File: src/rtl/bus_pkg.sv
// bus_pkg: shared constants and types for the CPU bus decoder.
//   - Address map bases/limits (boot overlay window, I/O, ROM); every window is
//     a naturally aligned power-of-two block so membership is a mask compare.
//   - FSM state encodings (plain localparams for legacy tools).
//   - Default watchdog limit.
package bus_pkg;

    localparam logic [31:0] OVL_BASE  = 32'h0000_0000;
    localparam logic [31:0] OVL_LIMIT = 32'h000F_FFFF;
    localparam logic [31:0] IO_BASE   = 32'hFFE0_0000;
    localparam logic [31:0] IO_LIMIT  = 32'hFFEF_FFFF;
    localparam logic [31:0] ROM_BASE  = 32'hFFF0_0000;
    localparam logic [31:0] ROM_LIMIT = 32'hFFFF_FFFF;

    localparam logic [2:0] FC_CPU_SPACE = 3'b111;

    localparam int TIMEOUT_CYCLES_DEFAULT = 256;

    localparam logic [2:0] ST_IDLE   = 3'd0;
    localparam logic [2:0] ST_DECODE = 3'd1;
    localparam logic [2:0] ST_ACTIVE = 3'd2;
    localparam logic [2:0] ST_FAULT  = 3'd3;
    localparam logic [2:0] ST_ENDC   = 3'd4;

    typedef enum logic [1:0] {
        REG_NONE,
        REG_RAM,
        REG_ROM,
        REG_IO
    } region_t;

    // True when addr lies in the aligned window [base, limit].
    function automatic logic in_region(input logic [31:0] addr,
                                       input logic [31:0] base,
                                       input logic [31:0] limit);
        return (addr & ~(limit - base)) == base;
    endfunction

endpackage

File: src/rtl/sync2.sv
// sync2: two-flop synchronizer for a single asynchronous level.
// Ports:
//   clk_i  - destination clock
//   rst_i  - synchronous active-high reset; both flops reset to 1
//   d_i    - asynchronous input
//   q_o    - synchronized output (second flop)
module sync2 (
    input  logic clk_i,
    input  logic rst_i,
    input  logic d_i,
    output logic q_o
);

    logic meta_q;
    logic sync_q;

    always_ff @(posedge clk_i) begin
        if (rst_i) begin
            meta_q <= 1'b1;
            sync_q <= 1'b1;
        end else begin
            meta_q <= d_i;
            sync_q <= meta_q;
        end
    end

    assign q_o = sync_q;

endmodule

File: src/rtl/bus_decoder.sv
// bus_decoder: address decoder and bus watchdog for the CPU bus.
// Decodes each CPU cycle into one of the RAM / ROM / I/O selects, raises BERR
// for unmapped addresses or when no slave terminates within TIMEOUT_CYCLES,
// and implements the boot overlay that maps ROM over low RAM for reads.
// Ports:
//   CLK      - 50 MHz clock (only clock)
//   RST      - synchronous active-high reset
//   cpu_nAS  - CPU address strobe, asynchronous, active-low
//   RnW      - 1 = read
//   FC       - CPU function code
//   ADDR     - CPU address
//   DSACK_IN - OR of slave terminations, active-high
//   nRAMSEL  - DRAM select, active-low
//   nROMSEL  - boot ROM select, active-low
//   nIOSEL   - I/O select, active-low
//   BERR     - bus error, active-high
module bus_decoder
    import bus_pkg::*;
#(
    parameter int RAM_SIZE_LOG2  = 28,
    parameter int TIMEOUT_CYCLES = TIMEOUT_CYCLES_DEFAULT
) (
    input  logic        CLK,
    input  logic        RST,
    input  logic        cpu_nAS,
    input  logic        RnW,
    input  logic [2:0]  FC,
    input  logic [31:0] ADDR,
    input  logic [1:0]  DSACK_IN,
    output logic        nRAMSEL,
    output logic        nROMSEL,
    output logic        nIOSEL,
    output logic        BERR
);

    localparam int CW = $clog2(TIMEOUT_CYCLES + 1);
    localparam logic [CW-1:0] CNT_LAST = CW'(TIMEOUT_CYCLES - 1);
    localparam logic [CW-1:0] CNT_MAX  = '1;

    logic nas_s;

    sync2 u_sync (
        .clk_i (CLK),
        .rst_i (RST),
        .d_i   (cpu_nAS),
        .q_o   (nas_s)
    );

    logic [2:0]    state_q, state_d;
    logic [CW-1:0] cnt_q, cnt_d;
    logic          ovl_q, ovl_d;
    logic          armed_q, armed_d;
    logic [1:0]    prime_q, prime_d;
    logic          acked_q, acked_d;
    logic          nram_q, nram_d;
    logic          nrom_q, nrom_d;
    logic          nio_q, nio_d;
    logic          berr_q, berr_d;

    // Address decode, only consumed in DECODE.
    region_t region;
    logic    unmapped;
    logic    rom_real;

    always_comb begin
        region   = REG_NONE;
        unmapped = 1'b0;
        rom_real = 1'b0;
        if (FC == FC_CPU_SPACE) begin
            region = REG_NONE;
        end else if (ovl_q && RnW && in_region(ADDR, OVL_BASE, OVL_LIMIT)) begin
            region = REG_ROM;
        end else if ((ADDR >> RAM_SIZE_LOG2) == 32'd0) begin
            region = REG_RAM;
        end else if (in_region(ADDR, IO_BASE, IO_LIMIT)) begin
            region = REG_IO;
        end else if (in_region(ADDR, ROM_BASE, ROM_LIMIT)) begin
            region   = REG_ROM;
            rom_real = 1'b1;
        end else begin
            unmapped = 1'b1;
        end
    end

    always_comb begin
        state_d = state_q;
        cnt_d   = cnt_q;
        ovl_d   = ovl_q;
        armed_d = armed_q;
        acked_d = acked_q;
        nram_d  = nram_q;
        nrom_d  = nrom_q;
        nio_d   = nio_q;
        berr_d  = berr_q;

        // After reset the synchronizer still holds its forced 1s for two
        // edges; nAS_s only reflects the real strobe once both flops have
        // shifted in a sample. Arming on those forced 1s would let a strobe
        // that stayed low through reset be decoded, so hold off until primed.
        prime_d = (prime_q == 2'd2) ? 2'd2 : prime_q + 2'd1;
        if (nas_s && prime_q == 2'd2) begin
            armed_d = 1'b1;
        end

        case (state_q)
            ST_IDLE: begin
                if (!nas_s && armed_q) begin
                    state_d = ST_DECODE;
                end
            end
            ST_DECODE: begin
                cnt_d   = '0;
                acked_d = 1'b0;
                if (unmapped) begin
                    state_d = ST_FAULT;
                    berr_d  = 1'b1;
                end else begin
                    state_d = ST_ACTIVE;
                    nram_d  = (region != REG_RAM);
                    nrom_d  = (region != REG_ROM);
                    nio_d   = (region != REG_IO);
                    if (rom_real) begin
                        ovl_d = 1'b0;
                    end
                end
            end
            ST_ACTIVE: begin
                // Strobe negation wins over a same-cycle timeout.
                if (nas_s) begin
                    state_d = ST_ENDC;
                    nram_d  = 1'b1;
                    nrom_d  = 1'b1;
                    nio_d   = 1'b1;
                end else if (!acked_q && DSACK_IN == 2'b00 && cnt_q == CNT_LAST) begin
                    state_d = ST_FAULT;
                    nram_d  = 1'b1;
                    nrom_d  = 1'b1;
                    nio_d   = 1'b1;
                    berr_d  = 1'b1;
                end else if (DSACK_IN != 2'b00) begin
                    // Once a slave has terminated, the watchdog stays frozen
                    // for the rest of this cycle.
                    acked_d = 1'b1;
                end else if (!acked_q && cnt_q != CNT_MAX) begin
                    cnt_d = cnt_q + 1'b1;
                end
            end
            ST_ENDC: begin
                state_d = ST_IDLE;
                nram_d  = 1'b1;
                nrom_d  = 1'b1;
                nio_d   = 1'b1;
            end
            ST_FAULT: begin
                if (nas_s) begin
                    state_d = ST_IDLE;
                    berr_d  = 1'b0;
                end
            end
            default: begin
                state_d = ST_IDLE;
                nram_d  = 1'b1;
                nrom_d  = 1'b1;
                nio_d   = 1'b1;
                berr_d  = 1'b0;
            end
        endcase
    end

    always_ff @(posedge CLK) begin
        if (RST) begin
            state_q <= ST_IDLE;
            cnt_q   <= '0;
            ovl_q   <= 1'b1;
            armed_q <= 1'b0;
            prime_q <= 2'd0;
            acked_q <= 1'b0;
            nram_q  <= 1'b1;
            nrom_q  <= 1'b1;
            nio_q   <= 1'b1;
            berr_q  <= 1'b0;
        end else begin
            state_q <= state_d;
            cnt_q   <= cnt_d;
            ovl_q   <= ovl_d;
            armed_q <= armed_d;
            prime_q <= prime_d;
            acked_q <= acked_d;
            nram_q  <= nram_d;
            nrom_q  <= nrom_d;
            nio_q   <= nio_d;
            berr_q  <= berr_d;
        end
    end

    assign nRAMSEL = nram_q;
    assign nROMSEL = nrom_q;
    assign nIOSEL  = nio_q;
    assign BERR    = berr_q;

endmodule

File: config.mk
export PLATFORM = sky130hd
export DESIGN_NAME = bus_decoder
export DESIGN_NICKNAME = d
export VERILOG_FILES = /design/src/rtl/bus_pkg.sv /design/src/rtl/sync2.sv /design/src/rtl/bus_decoder.sv
export SDC_FILE = /design/constraint.sdc
export NUM_CORES = 1
export LEC_CHECK = 0
export CORE_MARGIN = 2
export CORE_UTILIZATION = 25
export CTS_CLUSTER_DIAMETER = 150
export DETAILED_ROUTE_END_ITERATION = 8
export GPL_TIMING_DRIVEN = 0
export PLACE_DENSITY = 0.5
export SYNTH_ARGS = -nofsm -noshare
export SYNTH_HDL_FRONTEND = slang
export SYNTH_SLANG_ARGS = --single-unit
File: constraint.sdc
create_clock -name CLK -period 1.9 [get_ports CLK]
set_input_delay 0.19 -clock CLK [delete_from_list [all_inputs] [get_ports CLK]]
set_output_delay 0.19 -clock CLK [all_outputs]
set_load 0.02 [all_outputs]
==> After elaboration in Yosys (flattened, before gate mapping) <==
Cells that the tools add are included.
{ "totals": {"word_cells": 109, "out_inout_bits": 4, "in_bits": 41, "register_bits": 23} }
{ "classes": {"n_eq_ne": 24, "n_reduce_logical": 24, "bitwise_logic": 3, "addsub": 2, "n_mux": 43} }
{ "op_table": {"columns": ["cell", "count"], "rows": [
  ["$logic_not 32->1", 2],
  ["$mux 9", 4],
  ["$eq 12x12->1 const B", 2],
  ["$mux 1", 22],
  ["$ne 2x2->1 const B", 11],
  ["$pmux 9 s2", 1],
  ["$mux 2", 6],
  ["$mux 3", 4],
  ["$pmux 3 s4", 1],
  ["$reduce_and 5->1", 2],
  ["$add 9x1->9 const B", 1],
  ["$eq 9x8->1 const B", 1],
  ["$ne 9x9->1 const B", 1],
  ["$pmux 1 s3", 3],
  ["$reduce_and 3->1", 3],
  ["$logic_and 1x1->1", 7],
  ["$eq 3x2->1 const B", 2],
  ["$eq 3x3->1 const B", 2],
  ["$reduce_or 2->1", 3],
  ["$ne 2x1->1 const B", 2],
  ["$pmux 1 s4", 1],
  ["$reduce_and 4->1", 1],
  ["$reduce_bool 2->1", 2],
  ["$eq 3x1->1 const B", 1],
  ["other kinds (8)", 11]
]} }

==> Depth between registers and ports, before layout <==
Gate-level depths: netlist (run 1).
{ "depth": {"ltp_word": 9, "depth_mapped": 8, "mapped_depth_nobuf": 7} }

==> Cells and area by module <==
A second synthesis (run 1) with hierarchy kept.
{ "hier_totals": {"cells_unflattened": 146, "area_unflattened_um2": 1290.0} }
{ "by_module_without_submodules": {"columns": ["mod", "seq_area_each_um2", "n_inst", "area_per_inst_um2", "cells_each"], "rows": [
  ["bus_decoder", 420.4, 1, 1237.4, 142],
  ["sync2", 40.0, 1, 52.6, 4]
]} }

==> Least setup slack after synthesis (run 1) <==
Ideal clock, no wire load.
{ "synth_timing": {"kind": "reg2reg", "from": "register cnt_q[2]", "to": "register nio_q (netlist: nIOSEL)", "period_less_slack_ns": 2.063, "slack_ns": -0.163, "t_required_ns": 1.821, "path_buffers": 0, "stages_incl_launch_ff": 8, "t_arrival_ns": 1.984, "setup_ns": 0.079, "path_cell_list": "dfxtp_1 > and4_1 > and4_1 > ha_1 > or4b_1 > a221oi_1 > o21ai_0 > a22oi_1"} }
{ "synth_via": {"elab_chain_len": 4} }
{ "synth_rtl": {"columns": ["item", "line_no", "rtl"], "rows": [
  ["from (decl)", "bus_decoder.sv:50", "logic [CW-1:0] cnt_q, cnt_d;"],
  ["from (signal assigned)", "bus_decoder.sv:184", "cnt_q <= cnt_d;"],
  ["$eq 9x8->1", "bus_decoder.sv:134", "end else if (!acked_q && DSACK_IN == 2'b00 && cnt_q == CNT_LAST) begin"],
  ["$logic_and 1x1->1", "bus_decoder.sv:134", null],
  ["$ne 3x2->1 (no line)", null, null],
  ["$reduce_and 3->1 (no line)", null, null],
  ["to (signal assigned)", "bus_decoder.sv:191", "nio_q <= nio_d;"],
  ["to (decl)", "bus_decoder.sv:57", "logic nio_q, nio_d;"]
]} }
Every way passes these cells.
A chain may end at the register's enable or synchronous reset.

==> Final worst setup path (run 1) <==
{ "layout_timing": {"from": "register cnt_q[4]", "to": "register nram_q (netlist: nRAMSEL)"} }
{ "layout_via": {"elab_chain_len": 4} }
{ "layout_rtl": {"columns": ["item", "line_no", "rtl"], "rows": [
  ["$eq 9x8->1", "bus_decoder.sv:134", null],
  ["$logic_and 1x1->1", "bus_decoder.sv:134", null],
  ["$ne 3x2->1 (no line)", null, null],
  ["$reduce_and 3->1 (no line)", null, null],
  ["to (signal assigned)", "bus_decoder.sv:189", "nram_q <= nram_d;"],
  ["to (decl)", "bus_decoder.sv:55", "logic nram_q, nram_d;"]
]} }
Every way passes these cells.

==> summary.txt, run 1 <==
Worst slack, placed: -0.2538 ns
Final period util: 104.8%
CTS max path bufs: 2
Worst-path fanout max: 3
Post-synth EDFFs: 0
Final hold vios: 0
Peak Freq: 502.0 MHz
Clock insertion delay at the later pin of the skew report: 0.26 ns
Worst vdd ir: 0.0002661 V
Crit-path slowest cell: or4b_4
Critical-path cell list: and4_4 > and4_4 > ha_4 > or4b_4 > a221oi_2 > o21ai_2 > a21oi_1
TritonCTS sink count: 23
# port buffers: 24
Core area: 0.004723 mm2
Period minus WS final: 1.992 ns
Max cap viols: 0
Leakage power: 0.5934 nW
Final worst slack: -0.09204 ns
Cell area after synthesis: 0.001230 mm2
CTS hold repair buffers: 0
Post-synthesis xor/xnor area fraction: 0%
Area after DPL: 0.001574 mm2
First-pass GRT wire length: 5.216 mm
Initial antenna violation count: 0
Post-DP HPWL: 2.241 mm
Slew HR: 64.57%
Most common cell after layout, fill and taps aside: clkdlybuf4s50_1
Worst EP required: 2.10 ns
Layout cells sized above 1: 25.29%
Adder-Cell Fraction of Synth Area: 4.069%
Hold Crit Class: reg -> reg
Post-DRT Antenna Nets: 0
Largest net degree at the start of global routing: 15
Post-synthesis sequential area ratio: 37.44%
Multiplexer share of the synthesized area: 1.628%
Primary FF master, synth: dfxtp_1
DRT Pass-1 Iters: 4
Row count: 25
Area fraction in compound gates after synthesis: 19.63%
CP Launch Type: register
Final Slew Violations: 0
Die ar.: 0.005497 mm2
Failing checks: negative setup slack
Worst Hold Depth: 1
Logic depth of the worst path, buffers included: 7
1st-iter DRT viols: 54
Synth warn: 0
Clk slew on worst S/H paths: 0.09 ns
Commonest cells after routing, fill and taps aside: 24 x clkdlybuf4s50_1, 17 x dfxtp_1, 11 x buf_4, 11 x nor2_1, 8 x a21oi_1
Number of global-route vias before repair: 1,197
Reg2reg setup slack: -0.09 ns
H-Tree Depth: 1
GRT overflow: 0
TritonCTS Buffers: 3
Crit path max-delay family: simple AND/OR/NAND/NOR gates
Critical Path AT: 2.19 ns
Most repeated library cell on the critical path: and4_4
Initial core utilization: 26.04%
Syn_area_per_cell: 8.978 um2
Power per cell area: 528.2 mW/mm2
Synth Area in Simple Gates: 32.25%
Critical Path Max Stage Delay: 0.47 ns
RSZ-0062 raised after global routing: true
Async S/R FF share, synth: 0%
Distinct cell type count after synthesis: 44
Ports: 45
Combinational family with the most area after synthesis: simple AND/OR/NAND/NOR gates
Die width: 74.14 um
Flops & latches, synth: 23
Synth Instances: 137
Total GRT Usage: 11.97%
Outcome: complete, but fails checks
GP Congestion: 0.8187
Buf+Inv Stages, Crit Path: 0
Area grow syn2layout: 43.95%
Routed vias/inst: 4.938
WS Path Type: reg -> reg
R2R cell count: 7
CTS tree: built
Cell area after layout: 0.001770 mm2
Syn Nets: 182
Clock Skew: 0.004755 ns
Final setup viols: 5
Vias: 1,190
Overall routed net length: 3.089 mm
CTS root buffer: clkbuf_8
Worst slew pin tran: 0.5315 ns
Ant. Diodes: 0
DRC Markers: 0
Final hold slack: 0.4132 ns
Die Y: 74.14 um
Final core utilization: 37.48%
Nets: 220
Routed len/inst: 12.82 um
Crit path capture type: register
metal layers:
metal / vias to the layer above / GRT usage (%) / part of all wire [%] / routed length (um)
met3: 0 / 3.388 / 5.6 / 172
met5: - / 0 / 0 / 0
met4: 0 / 1.818 / 0 / 0
li1: 609 / - / - / -
met2: 32 / 21.53 / 50 / 1551
met1: 549 / 14.46 / 44 / 1365
stage by stage:
stage / total power, mW / setup TNS (ns) / instances
after floorplan: 0.5683 / -0.07852 / 137
after global placement: 0.6293 / -1.002 / 228
after detailed placement: 0.6326 / -1.130 / 228
after CTS: 0.9469 / -0.4791 / 240
after global routing: 0.9712 / -1.152 / 241
final: 0.9351 / -0.2740 / 241
path summary, 6_finish.rpt:
check                                         startpoint                     to
worst max-delay path               cnt_q[4]$_SDFFE_PP0P_   nRAMSEL$_SDFFE_PP1P_
worst min-delay path            u_sync.meta_q$_SDFF_PP1_  u_sync.q_o$_SDFF_PP1_
worst max register to register     cnt_q[4]$_SDFFE_PP0P_   nRAMSEL$_SDFFE_PP1P_
worst min register to register  u_sync.meta_q$_SDFF_PP1_  u_sync.q_o$_SDFF_PP1_
power breakdown:
part	internal (mW)	leakage (nW)	switching, mW
Sequential	0.492	0.191	0.00859
Clock	0.148	0.0217	0.167
Combinational	0.0674	0.381	0.0515
Total	0.708	0.593	0.228
worst register-to-register path, stage by stage, from the launching register on:
cell      delay (ns)
dfxtp_2         0.35
and4_4          0.22
and4_4          0.23
ha_4            0.13
or4b_4          0.47
a221oi_2        0.27
o21ai_2         0.11
a21oi_1         0.16
Yosys cell counts, drive strengths merged, types with 2 or more instances:
library cell	n	area, um2
nand3	6	30.03
clkbuf	2	7.510
or4	6	45.04
o31ai	2	15.01
and3	2	12.51
ha	4	50.05
nand2	7	26.28
nor3b	4	41.29
nor3	3	15.01
a21oi	10	53.80
o41ai	2	17.52
o21ai	7	35.03
dfxtp	23	460.4
or4b	2	20.02
a21boi	2	15.01
o311ai	2	17.52
a32oi	2	17.52
nor4	3	18.77
nor2	13	51.30
and4	4	35.03
mux2i	2	20.02
or3	4	25.02
or2	2	12.51
a2111oi	2	17.52
buf	5	38.78
inv	4	15.01
registers in the layout (all words and copies together) (netlist names):
register and flops:
BERR 1, acked_q 1, armed_q 1, cnt_q 9, nIOSEL 1, nRAMSEL 1, nROMSEL 1, ovl_q 1
prime_q 2, state_q 3, u_sync.meta_q 1, u_sync.q_o 1
layout make-up:
cell class,count,area (um2)
Fill cell,474,2953
Multi-Input combinational cell,103,789.5
Sequential cell,23,475.5
Timing Repair Buffer,33,307.8
Tap cell,67,83.83
Buffer,7,50.05
Clock buffer,3,41.29
Inverter,4,15.01
Clock inverter,1,7.507
repair_timing:
item,4_1_cts,5_1_grt
resized for setup,17,5
buffers inserted,8,0
endpoints found under the setup margin,9,12
gates cloned,0,1
pin swaps,8,5
cell families (layout without fill, tap and decap cells):
group,Yosys count,after routing
compound gates,35,35
fa+ha+maj,4,4
buf+inv,11,48
flops,23,23
mux,2,2
simple gates,62,62
No activity file was read; power rests on OpenSTA's default activity.
==> run 2, diff against run 1 <==
- GPL_TIMING_DRIVEN: 0 -> 1
- TNS_END_PERCENT: default -> 1
==> run 2 against run 1 <==
The run still ends with negative setup slack left. Setup slack got worse by 0.041 ns. Clock skew decreased by 0.00060 ns. Count of clock-buffer cells in the layout unchanged. Critical path type unchanged. Largest cell class unchanged. Largest power group unchanged.
==> summary.txt, run 2 (synthesis gave the netlist of run 1 again) <==
Worst vdd ir: 0.0002948 V
Post-DRT Antenna Nets: 0
1st-iter DRT viols: 54
Vias: 1,213
Final Slew Violations: 0
Final worst slack: -0.1330 ns
Row count: 25
Core area: 0.004723 mm2
CTS max path bufs: 2
Min-delay src: prime_q[0]$_SDFF_PP0_
Area grow syn2layout: 41.81%
Commonest cells after routing, fill and taps aside: 24 x clkdlybuf4s50_1, 17 x dfxtp_1, 16 x buf_4, 11 x nor2_1, 8 x a21oi_1
R2R cell count: 7
Initial antenna violation count: 0
Critical Path Max Stage Delay: 0.47 ns
First-pass GRT wire length: 5.147 mm
Nets: 220
Worst R2R End: nIOSEL$_SDFFE_PP1P_
Critical-path cell list: and4_1 > and4_4 > ha_4 > or4b_4 > a221oi_2 > o21ai_2 > a22oi_1
Crit path capture type: register
Critical Path AT: 2.22 ns
H-Tree Depth: 1
TritonCTS sink count: 23
Slew HR: 62.22%
Power per cell area: 536.2 mW/mm2
GP Congestion: 0.8120
Crit path max-delay family: simple AND/OR/NAND/NOR gates
Clk slew on worst S/H paths: 0.08 ns
CTS tree: built
Hold Crit Class: reg -> reg
CP Launch Type: register
Hold Path Sink: prime_q[0]$_SDFF_PP0_
Die width: 74.14 um
Largest net degree at the start of global routing: 17
Most Crowded Layer GR: met2
Layout cells sized above 1: 25.86%
Buf+Inv Stages, Crit Path: 0
Ports: 45
Largest register FFs: 9
Die ar.: 0.005497 mm2
Ant. Diodes: 0
TritonCTS Buffers: 3
Routed vias/inst: 5.033
Worst EP required: 2.09 ns
M3 GR Usage: 3.117%
Worst Hold Depth: 1
Leakage power: 0.5951 nW
DRT Pass-1 Iters: 4
Post-DP HPWL: 2.310 mm
Most common cell after layout, fill and taps aside: clkdlybuf4s50_1
Met1 Use GR: 14.92%
Clock Skew: 0.004152 ns
Number of global-route vias before repair: 1,192
GRT overflow: 0
CTS root buffer: clkbuf_8
Worst slew pin tran: 0.5661 ns
DRC Markers: 0
Peak Freq: 491.9 MHz
Initial core utilization: 26.04%
Total power: 0.9352 mW
Die Y: 74.14 um
R2R Path Start: cnt_q[3]$_SDFFE_PP0P_
Grt met2 use: 20.14%
Failing checks: negative setup slack
Worst-path fanout max: 3
Overall routed net length: 3.049 mm
Most flop-heavy register: cnt_q
Final period util: 107.0%
Biggest registers after layout: cnt_q (9), state_q (3), prime_q (2)
Max cap viols: 0
# port buffers: 24
CTS hold repair buffers: 0
Area after DPL: 0.001648 mm2
Total GRT Usage: 11.77%
Outcome: complete, but fails checks
Crit-path slowest cell: or4b_4
WS Path Type: reg -> reg
Cell area after layout: 0.001744 mm2
Clock insertion delay at the later pin of the skew report: 0.27 ns
Post-CTS Setup Bufs: 0
Routed len/inst: 12.65 um
Reg2reg setup slack: -0.13 ns
Period minus WS final: 2.033 ns
Final hold vios: 0
Final setup viols: 8
RSZ-0062 raised after global routing: true
[run 2: worst reg2reg max path, delay by kind of cell, from the launching register on]
kind | cells | cell delay (ns)
adder cells (fa/ha/maj) | 1 | 0.13
AO/OA/AOI/OAI | 3 | 0.58
AND/OR/NAND/NOR | 3 | 0.91
flip-flops | 1 | 0.33
[run 2: final cells by class]
cell class | instances | area (um2)
inverter | 4 | 15.01
clock buffer | 3 | 41.29
clock inverter | 1 | 7.507
multi-input combinational | 103 | 768.2
timing repair buffer | 40 | 360.3
fill | 476 | 2979
sequential | 23 | 467.9
tap | 67 | 83.83
[run 2: timing repair]
| item | 4_1_cts | 5_1_grt |
|---|---|---|
| pin swaps | 2 | 5 |
| gates resized for setup | 7 | 6 |
| endpoints found under the setup margin | 13 | 13 |
| endpoints found under the hold margin | 0 | 0 |
[run 2: routing by layer]
layer	vias to the layer above	part of all wire (%)	wire length, um
li1	606	-	-
met1	574	49	1497
met2	31	46	1403
met3	2	4.6	141
met4	0	0.23	7
met5	-	0	0
[run 2: stage by stage]
step           setup TNS (ns)  cells  hold slack [ns]  util (%)  setup WS [ns]
5_1_grt                -1.716    241           0.4324     36.93        -0.2469
6_report              -0.5446    241           0.4177     36.93        -0.1330
4_1_cts               -0.9923    241           0.4191     36.40        -0.1752
2_1_floorplan        -0.06240    137           0.2803         -       -0.03372
3_3_place_gp           -1.067    237           0.3934     34.89        -0.1753
3_5_place_dp           -1.249    237           0.4025     34.89        -0.1584
[run 2: where the power goes]
group          total [mW]  switching, mW  internal, mW
Sequential          0.507         0.0106         0.496
Clock               0.315          0.166         0.148
Combinational       0.114         0.0479        0.0659
Total               0.935          0.225         0.710
[run 2: worst max path at each step]
stage	slack, ns	to	start	cells after the start
CTS	-0.18	nIOSEL$_SDFFE_PP1P_	cnt_q[5]$_SDFFE_PP0P_	7
global placement	-0.18	nIOSEL$_SDFFE_PP1P_	cnt_q[4]$_SDFFE_PP0P_	7
floorplan	-0.03	nIOSEL$_SDFFE_PP1P_	cnt_q[2]$_SDFFE_PP0P_	7
finish	-0.13	nIOSEL$_SDFFE_PP1P_	cnt_q[3]$_SDFFE_PP0P_	7
detailed placement	-0.16	nIOSEL$_SDFFE_PP1P_	cnt_q[5]$_SDFFE_PP0P_	7
global route	-0.25	nIOSEL$_SDFFE_PP1P_	cnt_q[3]$_SDFFE_PP0P_	7
==> run 3, diff against run 2 <==
- CORE_MARGIN: 2 -> default
==> run 3 against run 2 <==
The run still ends with negative setup slack left. Sequential share of layout area down 0.75 points. Critical path depth up 1. Setup slack worse by 0.012 ns. Sequential cell count unchanged. Highest routed layer is now met3. Total power about the same. Die area down 5.3%. Clock skew up 0.0030 ns. Routed wire length up 6.7%. Combinational power up 9.6%. Register-to-register slack about the same. Critical path type unchanged. Worst hold slack better by 0.0044 ns.
==> summary.txt, run 3 (synthesis gave the netlist of run 1 again) <==
Routed len/inst: 13.17 um
Final worst slack: -0.1448 ns
Die Y: 72.14 um
Logic pwr share: 13.4%
Hold Crit Class: reg -> reg
Most common cell after layout, fill and taps aside: clkdlybuf4s50_1
Most Crowded Layer GR: met2
TritonCTS sink count: 23
Post-DP HPWL: 2.504 mm
Crit path capture type: register
# port buffers: 24
Final hold vios: 0
CTS tree: built
Largest net degree at the start of global routing: 15
Max cap viols: 0
Area grow syn2layout: 45.88%
Biggest registers after layout: cnt_q (9), state_q (3), prime_q (2)
Grt met2 use: 23.99%
Die width: 72.14 um
Clk slew on worst S/H paths: 0.09 ns
FF+latch area: 467.9 um2
CP Launch Type: register
CTS root buffer: clkbuf_8
Met1 Use GR: 16.98%
Worst slack, placed: -0.1807 ns
Outcome: complete, but fails checks
Psw: 0.2177 mW
Largest register FFs: 9
Die ar.: 0.005204 mm2
Nets: 226
RSZ-0062 raised after global routing: true
Commonest cells after routing, fill and taps aside: 24 x clkdlybuf4s50_1, 22 x buf_4, 17 x dfxtp_1, 11 x nor2_1, 9 x a21oi_1
Total GRT Usage: 13.42%
Critical Path AT: 2.24 ns
R2R Path Start: cnt_q[1]$_SDFFE_PP0P_
Overall routed net length: 3.253 mm
Worst slew pin tran: 0.5607 ns
Clock Power Share: 32.6%
Final Slew Violations: 0
Peak Freq: 489.0 MHz
Worst-path fanout max: 14
CTS hold repair buffers: 0
Layout cells sized above 1: 27.78%
Ant. Diodes: 0
Vias: 1,242
Final period util: 107.6%
Power per cell area: 521.0 mW/mm2
TritonCTS Buffers: 3
Initial antenna violation count: 0
Period minus WS final: 2.045 ns
P_int: 0.7172 mW
Switching share of power: 23.28%
Worst setup path endpoint: cnt_q[4]$_SDFFE_PP0P_
Layout Cells excl Fill: 247
Failing checks: negative setup slack
First-pass GRT wire length: 5.623 mm
Worst EP required: 2.09 ns
GRT overflow: 0
Post-DRT Antenna Nets: 0
Worst R2R End: cnt_q[4]$_SDFFE_PP0P_
Initial core utilization: 26.04%
Most flop-heavy register: cnt_q
Fill count: 473
Clock Skew: 0.007186 ns
Final setup viols: 8
M3 GR Usage: 2.778%
Leakage power: 0.6245 nW
Reg2reg setup slack: -0.14 ns
Core area: 0.004723 mm2
Worst vdd ir: 0.0002274 V
Ports: 45
WS Path Type: reg -> reg
Row count: 25
Number of global-route vias before repair: 1,252
DRC Markers: 0
CP startpoint: cnt_q[1]$_SDFFE_PP0P_
DRT Pass-1 Iters: 7
1st-iter DRT viols: 37
Sequential cell fraction of total power: 54.0%
Clock insertion delay at the later pin of the skew report: 0.26 ns
CTS max path bufs: 2
GP Congestion: 0.7672
Placed insts: 242
Multi-input logic area: 777.0 um2
H-Tree Depth: 1
Slew HR: 62.58%
R2R cell count: 8
Routed vias/inst: 5.028
## run 3: metal layers
| layer | vias to the layer above | part of all wire, % |
|---|---|---|
| met5 | - | 0 |
| met2 | 26 | 48 |
| met4 | 0 | 0 |
| li1 | 615 | - |
| met3 | 0 | 4.2 |
| met1 | 601 | 48 |
## run 3: cell type report
type / count / area share [%]
clock buffer: 4 / 2.510
inverter: 4 / 0.8368
multi-input combinational: 103 / 43.31
sequential: 23 / 26.08
tap: 67 / 4.672
timing repair buffer: 46 / 22.59
## run 3: worst min-delay path by stage
stage,start,cells past startpoint,slack [ns],end
finish,prime_q[0]$_SDFF_PP0_,1,0.42,prime_q[0]$_SDFF_PP0_
global route,prime_q[0]$_SDFF_PP0_,1,0.46,prime_q[0]$_SDFF_PP0_
CTS,u_sync.meta_q$_SDFF_PP1_,1,0.43,u_sync.q_o$_SDFF_PP1_
detailed placement,u_sync.meta_q$_SDFF_PP1_,1,0.40,u_sync.q_o$_SDFF_PP1_
global placement,u_sync.meta_q$_SDFF_PP1_,1,0.40,u_sync.q_o$_SDFF_PP1_
floorplan,ADDR[20],1,0.28,ovl_q$_SDFFE_PP1P_
## run 3: through the flow
stage | utilization, % | hold slack (ns) | cell area (um2) | TNS [ns] | total power [mW]
detailed placement | 35.68 | 0.3976 | 1685 | -1.574 | 0.6395
global route | 37.99 | 0.4613 | 1794 | -1.854 | 0.9872
CTS | 37.62 | 0.4300 | 1777 | -0.9297 | 0.9512
finish | 37.99 | 0.4221 | 1794 | -0.7887 | 0.9348
floorplan | - | 0.2803 | 1250 | -0.06240 | 0.5683
global placement | 35.68 | 0.3964 | 1685 | -0.9820 | 0.6354
## run 3: power by group through the flow
stage          logic, mW  registers [mW]  clock network (mW)
5_1_grt            0.139           0.507               0.341
2_1_floorplan     0.0539           0.514                   0
3_3_place_gp       0.120           0.515                   0
6_report           0.125           0.505               0.305
3_5_place_dp       0.124           0.516                   0
4_1_cts            0.126           0.505               0.320
## run 3: worst max-delay path: stages, from the launching register on
cell and delay, ns:
dfxtp_2 0.34, ha_4 0.17, and4_1 0.21, buf_4 0.13, ha_1 0.17, nor2_2 0.14, a21oi_4 0.13, or4_1 0.51
a21boi_1 0.16
## run 3: what timing repair did
item,4_1_cts,5_1_grt
gates resized for setup,10,3
hold endpoints to repair,0,0
buffers inserted,1,0
pin swaps,6,3
setup endpoints to repair,13,13
